--- src/rtl/fir_axil_slave.sv ---
// AXI-Lite responder for the FIR configuration space: ap_ctrl, data_length,
// tap BRAM forwarding, ap_start pulse generation and engine done/idle tracking.
module fir_axil_slave #(
    parameter int ADDR_W   = 12,
    parameter int DATA_W   = 32,
    parameter int NUM_TAPS = 11
) (
    input  logic              wb_clk_i,
    input  logic              wb_rst_i,
    input  logic              awvalid,
    output logic              awready,
    input  logic [ADDR_W-1:0] awaddr,
    input  logic              wvalid,
    output logic              wready,
    input  logic [DATA_W-1:0] wdata,
    input  logic              arvalid,
    output logic              arready,
    input  logic [ADDR_W-1:0] araddr,
    output logic              rvalid,
    input  logic              rready,
    output logic [DATA_W-1:0] rdata,
    output logic              ap_start_o,
    input  logic              engine_done_i,
    output logic [DATA_W-1:0] data_length_o,
    output logic              tap_EN,
    output logic [3:0]        tap_WE,
    output logic [ADDR_W-1:0] tap_A,
    output logic [DATA_W-1:0] tap_Di,
    input  logic [DATA_W-1:0] tap_Do
);
    localparam logic [ADDR_W-1:0] ADDR_CTRL = ADDR_W'(32'h000);
    localparam logic [ADDR_W-1:0] ADDR_LEN  = ADDR_W'(32'h010);
    localparam logic [ADDR_W-1:0] TAP_BASE  = ADDR_W'(32'h080);
    localparam logic [ADDR_W-1:0] TAP_END   = ADDR_W'(32'h080 + 4 * NUM_TAPS);

    typedef enum logic {W_IDLE, W_GAP} w_state_t;
    typedef enum logic [1:0] {R_IDLE, R_FETCH, R_RESP} r_state_t;

    w_state_t          w_state_reg;
    r_state_t          r_state_reg;
    logic [ADDR_W-1:0] rd_addr_reg;
    logic              tap_fetch_reg;
    logic              rvalid_reg;
    logic [DATA_W-1:0] rdata_reg;
    logic              ap_start_reg;
    logic              ap_done_reg;
    logic              ap_idle_reg;
    logic [DATA_W-1:0] data_length_reg;

    logic              wr_req;
    logic              wr_accept;
    logic              rd_accept;
    logic              tap_wr;
    logic              tap_rd;
    logic [DATA_W-1:0] ctrl_word;

    function automatic logic is_tap(input logic [ADDR_W-1:0] addr);
        return (addr >= TAP_BASE) && (addr < TAP_END) && (addr[1:0] == 2'b00);
    endfunction

    // Writes win over reads; both need both FSMs idle so a held Wishbone
    // request is accepted exactly once.
    assign wr_req    = awvalid & wvalid;
    assign wr_accept = wr_req & (w_state_reg == W_IDLE) & (r_state_reg == R_IDLE) & ~wb_rst_i;
    assign rd_accept = arvalid & ~wr_req & (w_state_reg == W_IDLE) & (r_state_reg == R_IDLE)
                       & ~wb_rst_i;

    assign awready = wr_accept;
    assign wready  = wr_accept;
    assign arready = rd_accept;

    // The BRAM belongs to the engine while it runs.
    assign tap_wr = wr_accept & is_tap(awaddr) & ap_idle_reg;
    assign tap_rd = rd_accept & is_tap(araddr) & ap_idle_reg;

    always_comb begin
        tap_EN = tap_wr | tap_rd;
        tap_WE = tap_wr ? 4'hF : 4'h0;
        tap_Di = tap_wr ? wdata : '0;
        tap_A  = '0;
        if (tap_wr)
            tap_A = awaddr - TAP_BASE;
        else if (tap_rd)
            tap_A = araddr - TAP_BASE;
    end

    assign ctrl_word     = {{(DATA_W-3){1'b0}}, ap_idle_reg, ap_done_reg, ap_start_reg};
    assign rvalid        = rvalid_reg;
    assign rdata         = rdata_reg;
    assign ap_start_o    = ap_start_reg;
    assign data_length_o = data_length_reg;

    always_ff @(posedge wb_clk_i or posedge wb_rst_i) begin
        if (wb_rst_i) begin
            w_state_reg     <= W_IDLE;
            r_state_reg     <= R_IDLE;
            rd_addr_reg     <= '0;
            tap_fetch_reg   <= 1'b0;
            rvalid_reg      <= 1'b0;
            rdata_reg       <= '0;
            ap_start_reg    <= 1'b0;
            ap_done_reg     <= 1'b0;
            ap_idle_reg     <= 1'b1;
            data_length_reg <= '0;
        end else begin
            ap_start_reg <= 1'b0;
            w_state_reg  <= (w_state_reg == W_IDLE && wr_accept) ? W_GAP : W_IDLE;

            if (engine_done_i) begin
                ap_done_reg <= 1'b1;
                ap_idle_reg <= 1'b1;
            end

            if (wr_accept) begin
                if (awaddr == ADDR_LEN)
                    data_length_reg <= wdata;
                if (awaddr == ADDR_CTRL && wdata[0] && ap_idle_reg) begin
                    ap_start_reg <= 1'b1;
                    ap_idle_reg  <= 1'b0;
                    ap_done_reg  <= 1'b0;
                end
            end

            case (r_state_reg)
                R_IDLE: begin
                    if (rd_accept) begin
                        rd_addr_reg   <= araddr;
                        tap_fetch_reg <= tap_rd;
                        r_state_reg   <= R_FETCH;
                    end
                end
                R_FETCH: begin
                    if (rd_addr_reg == ADDR_CTRL) begin
                        rdata_reg <= ctrl_word;
                        // A done pulse landing in the same cycle must not be lost.
                        if (!engine_done_i)
                            ap_done_reg <= 1'b0;
                    end else if (rd_addr_reg == ADDR_LEN) begin
                        rdata_reg <= data_length_reg;
                    end else if (tap_fetch_reg) begin
                        rdata_reg <= tap_Do;
                    end else begin
                        rdata_reg <= '0;
                    end
                    rvalid_reg  <= 1'b1;
                    r_state_reg <= R_RESP;
                end
                R_RESP: begin
                    if (rready) begin
                        rvalid_reg  <= 1'b0;
                        r_state_reg <= R_IDLE;
                    end
                end
                default: r_state_reg <= R_IDLE;
            endcase
        end
    end
endmodule

--- config.mk ---
export PLATFORM = sky130hd
export DESIGN_NAME = fir_axil_slave
export DESIGN_NICKNAME = d
export VERILOG_FILES = /design/src/rtl/fir_axil_slave.sv
export SDC_FILE = /design/constraint.sdc
export NUM_CORES = 1
export LEC_CHECK = 0
export ABC_AREA = 1
export CELL_PAD_IN_SITES_DETAIL_PLACEMENT = 0
export CELL_PAD_IN_SITES_GLOBAL_PLACEMENT = 1
export CORE_MARGIN = 10
export CORE_UTILIZATION = 29
export CTS_CLUSTER_SIZE = 20
export DETAILED_ROUTE_END_ITERATION = 10
export PLACE_DENSITY = 0.93
export SYNTH_ARGS = -nofsm -noshare
export SYNTH_HDL_FRONTEND = slang
export SYNTH_SLANG_ARGS = --single-unit
--- constraint.sdc ---
create_clock -name wb_clk_i -period 3.9 [get_ports wb_clk_i]
set_input_delay 1.17 -clock wb_clk_i [delete_from_list [all_inputs] [get_ports wb_clk_i]]
set_output_delay 1.17 -clock wb_clk_i [all_outputs]
set_load 0.005 [all_outputs]
Word level (Yosys, flattened, before mapping)
Index checks and enable logic that the tools add are counted.
- bits in registers: 84
- input port bits: 95
- word-level logic and storage cells: 79
- output and inout port bits: 118
- muxes and demuxes: 24
- order comparisons: 4
- reductions and logical operators: 17
- equality and inequality tests: 6
- $add $sub $neg: 2
- bitwise logic cells: 16
- operator list (cell ; count):
    32-bit two-way mux ; 4
    12-bit by 5-bit equality test with 1-bit output (second input constant) ; 2
    12-bit by 8-bit >= comparator with 1-bit output (second input constant) ; 2
    12-bit logical NOT ; 2
    12-bit by 8-bit less-than comparator with 1-bit output (second input constant) ; 2
    12-bit two-way mux ; 2
    12-bit by 8-bit subtractor with 12-bit output (second input constant) ; 2
    1-bit two-way mux ; 13
    1-bit AND ; 12
    2-bit AND reduction ; 4
    1-bit logical AND ; 7
    2-bit logical NOT ; 3
    2-bit one-hot mux with 3 select lines ; 1
    2-bit two-way mux ; 2
    4-bit two-way mux ; 1
    2-bit != test (second input constant) ; 2
    1-bit inverter ; 3
    2-bit by 1-bit equality test with 1-bit output (second input constant) ; 1
    2-bit equality test (second input constant) ; 1
    1-bit one-hot mux with 2 select lines ; 1
    2-bit nonzero test ; 1
    1-bit OR ; 1

Logic depth before layout (Yosys ltp)
- word-level depth: 10
- depth in mapped cells: 10

Worst setup path before layout
No wires, ideal clock.
- path kind: input to output
- start: input port wb_rst_i
- end: output port tap_A[11]
- slack: 0.757 ns
- path buffers: 1
- arrival time: 1.973 ns
- required time: 2.730 ns
- stages: 7
- cell sequence: nor2_2 > nand3_4 > nor2_2 > nand2_2 > buf_6 > nor2_2 > o21bai_1
- word-level cells in the longest chain between the ends: 6
- elaborated cells on any way between the ends: 9
- ends and longest elaborated chain (what ; RTL line ; RTL):
    start, declared ; 9 ; input logic wb_rst_i,
    1-bit inverter * ; 64, 66 ;
    1-bit AND ; 66 ; & ~wb_rst_i;
    1-bit AND (2 in series) ; 74 ; assign tap_rd = rd_accept & is_tap(araddr) & ap_idle_reg;
    12-bit two-way mux ; 83 ; else if (tap_rd)
    12-bit two-way mux * ; 81 ; if (tap_wr)
    end, declared ; 27 ; output logic [ADDR_W-1:0] tap_A,
Every way passes the cells marked *; elsewhere a longest branch is shown, timed or not.

Final worst setup path
- start: input port awaddr[3]
- end: output port tap_EN
- word-level cells in the longest chain between the ends: 6
- elaborated cells on any way between the ends: 7
- ends and longest elaborated chain (what ; RTL line ; RTL):
    start, declared ; 12 ; input logic [ADDR_W-1:0] awaddr,
    12-bit by 8-bit >= comparator with 1-bit output or 12-bit by 8-bit less-than comparator with 1-bit output (tied branches) ; 58 ; return (addr >= TAP_BASE) && (addr < TAP_END) && (addr[1:0] == 2'b00);
    1-bit logical AND * (2 in series) ; 58 ;
    1-bit AND * (2 in series) ; 73 ; assign tap_wr = wr_accept & is_tap(awaddr) & ap_idle_reg;
    1-bit OR * ; 77 ; tap_EN = tap_wr | tap_rd;
    end, declared ; 25 ; output logic tap_EN,
Marks and branches as above.

==> impl_metrics.env <==
export IMPL_endpoint_kind="output pin"
export IMPL_pre_cts_slack_ns=-0.3024
export IMPL_rows=46
export IMPL_vias_per_cell=4.307
export IMPL_clk_latency_ns=0.33
export IMPL_synthCells=664
export IMPL_crit_type="input pin to output pin"
export IMPL_drv_slew=0
export IMPL_worstMarginPinSlew_ns=0.9543
export IMPL_hold_violations=0
export IMPL_grt_use_total_pct=15.01
export IMPL_clkTransAtPathRegs_ns=0.06
export IMPL_yosys_area_top_type="dfrtp_1"
export IMPL_placed_cell_area_um2=7143
export IMPL_finalCritPeriodShare_pct=98.08
export IMPL_grt_pass1_vias=4807
export IMPL_routed_top_layer="met4"
export IMPL_finalCriticalPeriod_ns=3.825
export IMPL_p_seq_share_pct=42.9
export IMPL_die_area_um2=21930
export IMPL_switching_share_pct=24.53
export IMPL_comb_power_share_pct=15.5
export IMPL_hold_ws_ns=0.4746
export IMPL_worstPathArrival_ns=2.66
export IMPL_dr_pass1_iters=5
export IMPL_maxSlewHeadroom_pct=36.24
export IMPL_numCtsBuffers=9
export IMPL_power_density_nw_per_um2=290.5
export IMPL_synth_top_area_share_pct=43.65
export IMPL_areaGrowthSynthToFinish_pct=59.77
export IMPL_route_met2_wl_um=8075
export IMPL_syn_avg_cell_area_um2=7.166
export IMPL_cts_path_max_buffers=2
export IMPL_p_int_mw=1.667
export IMPL_hpwl_um=12530
export IMPL_clock_power_share_pct=41.6
export IMPL_critPathRequiredTime_ns=2.73
export IMPL_io_pins=213
export IMPL_critPathLaunchType="input pin"
export IMPL_synth_cell_type_count=30
export IMPL_cts_sinks=84
export IMPL_drt_iter0_markers=262
export IMPL_synth_seq_cells=84
export IMPL_die_y_um=148.1
export IMPL_final_area_um2=7602
export IMPL_synth_most_common_cell="nand2_1"
export IMPL_critPathMaxFanout=6
export IMPL_peakVddDrop_mv=0.1862
export IMPL_grt_pass1_wl_um=26300
export IMPL_cts_tree="yes"
export IMPL_wire_per_inst_um=15.29
export IMPL_rsz0062_at_grt="yes"
export IMPL_async_flop_share_pct=100.0
export IMPL_synth_edf_count=0
export IMPL_p_switching_mw=0.5417
export IMPL_gr_total_overflow=0
export IMPL_route_detailed_drc=0
export IMPL_min_delay_path_class="flop to flop"
export IMPL_port_buffers=207
export IMPL_maxCapViolCount=0
export IMPL_yosysWarnings=0
export IMPL_synth_ff_type="dfrtp_1"
export IMPL_status="finished clean"
export IMPL_final_layout_size_suffix_gt1_share_pct=15.49
export IMPL_setup_violations=0
export IMPL_synthTopCellsByArea="dfrtp_1 (44%), nand2_1 (21%), inv_1 (7.7%)"
export IMPL_cts_root_buffer="clkbuf_16"
export IMPL_vias=4768
export IMPL_totalWireLength_um=16930
export IMPL_gp_congestion=0.8251
export IMPL_start_util_pct=29.74
export IMPL_antenna_found_initial=0
export IMPL_h_tree_depth=3
export IMPL_ys_seq_area_share_pct=44.20
export IMPL_finalClockSkew_ns=0.005067
export IMPL_drt_met1_wl_um=7305
export IMPL_coreArea_um2=16000
export IMPL_synth_area_um2=4758
export IMPL_antenna_left=0
export IMPL_final_util_pct=47.51
export IMPL_fmax_ghz=0.2614
export IMPL_met3_length_um=1302
export IMPL_power_leakage_nw=4.400
export IMPL_die_w_um=148.1
export IMPL_total_power_mw=2.209
export IMPL_diodes=0
export IMPL_final_nets=983
export IMPL_synthTopCellsByCount="nand2_1 (262), inv_1 (98), dfrtp_1 (83)"
export IMPL_setup_slack_ns=0.07491
export IMPL_grt_max_degree=53
## repair_timing
item / 4_1_cts / 5_1_grt
gates cloned: 1 / 0
setup buffers: 4 / 3
pin swaps: 8 / 10
setup endpoints to repair: 44 / 31
gates resized for setup: 65 / 63
hold buffers: 0 / 0
## power by group through the flow
stage,Clock [mW],Combinational (mW),Sequential [mW]
floorplan,0,0.148,0.960
global placement,0,0.340,0.961
detailed placement,0,0.344,0.963
CTS,0.949,0.346,0.948
global route,0.987,0.380,0.953
finish,0.918,0.343,0.948
## through the flow
stage / TNS [ns] / instances
after global routing: -0.03661 / 1107
final: 0 / 1107
after detailed placement: -11.13 / 1083
after CTS: -2.145 / 1104
after floorplan: 0 / 668
after global placement: -8.903 / 1083
## logic make-up after synthesis
kind of cell    count (synthesis)  share of synthesized area [%]
compound gates                 56                          8.520
xor+xnor                        2                         0.3682
fa+ha+maj                       2                         0.5258
buf+inv                       142                          13.41
flops                          84                          44.20
mux                             1                         0.2366
other cells                     1                        0.07881
simple gates                  376                          32.66
## worst max-delay path: stages
cell             delay, ns
clkdlybuf4s50_1       0.48
nand2_1               0.07
a21oi_2               0.19
nor2_4                0.07
nand2_4               0.13
buf_12                0.13
buf_4                 0.10
nand2_2               0.04
dlygate4sd2_1         0.27
## placed cells by master, fill, tap and decap left out, types with 2 or more instances in the layout
cell / netlist / final
nand2_4: 0 / 2
nor2_2: 5 / 8
clkdlybuf4s50_1: 0 / 155
nand4_1: 5 / 5
dfrtp_1: 83 / 83
buf_4: 12 / 35
a21oi_1: 5 / 4
dlygate4sd2_1: 0 / 15
o21ai_1: 6 / 6
clkinv_2: 0 / 4
clkbuf_2: 0 / 5
dlymetal6s2s_1: 0 / 20
ha_1: 2 / 2
nor2_4: 3 / 11
clkbuf_16: 0 / 9
inv_1: 98 / 95
buf_12: 0 / 3
buf_2: 18 / 10
conb_1: 1 / 5
nand2_1: 262 / 262
nand3_1: 41 / 40
nand3_4: 2 / 2
nor2_1: 52 / 41
buf_6: 5 / 3
xor2_1: 2 / 2
bufinv_16: 0 / 2
o21ai_2: 30 / 30
o21bai_1: 2 / 2
nand2_2: 4 / 2
inv_2: 3 / 4
o21ai_0: 10 / 10
## metal layers
metal / up-vias / track usage, %
li1: 2429 / -
met1: 2175 / 17.84
met2: 151 / 24.80
met3: 13 / 5.158
met4: 0 / 4.955
met5: - / 0
## worst paths after layout
kind | from | end | slack [ns] | depth (start not counted)
min in group asynchronous | wb_rst_i | rdata[25]$_DFFE_PP0P_ | 1.19 | 3
max in group asynchronous | wb_rst_i | ap_idle_reg$_DFF_PP1_ | 2.00 | 4
min reg2reg | rdata[20]$_DFFE_PP0P_ | rdata[20]$_DFFE_PP0P_ | 0.47 | 2
max | awaddr[3] | tap_EN | 0.07 | 9
min | rdata[20]$_DFFE_PP0P_ | rdata[20]$_DFFE_PP0P_ | 0.47 | 2
max reg2reg | rd_addr_reg[6]$_DFFE_PP0P_ | rdata[16]$_DFFE_PP0P_ | 1.42 | 10
## final cells by class
class | instances | area, um2
Tap cell | 216 | 270.3
Sequential cell | 84 | 2103
Multi-Input combinational cell | 442 | 2126
Timing Repair Buffer | 248 | 2402
Clock inverter | 5 | 75.07
Inverter | 101 | 382.9
Fill cell | 1602 | 8398
Clock buffer | 11 | 242.7
Power figures use the tool's default switching activity.
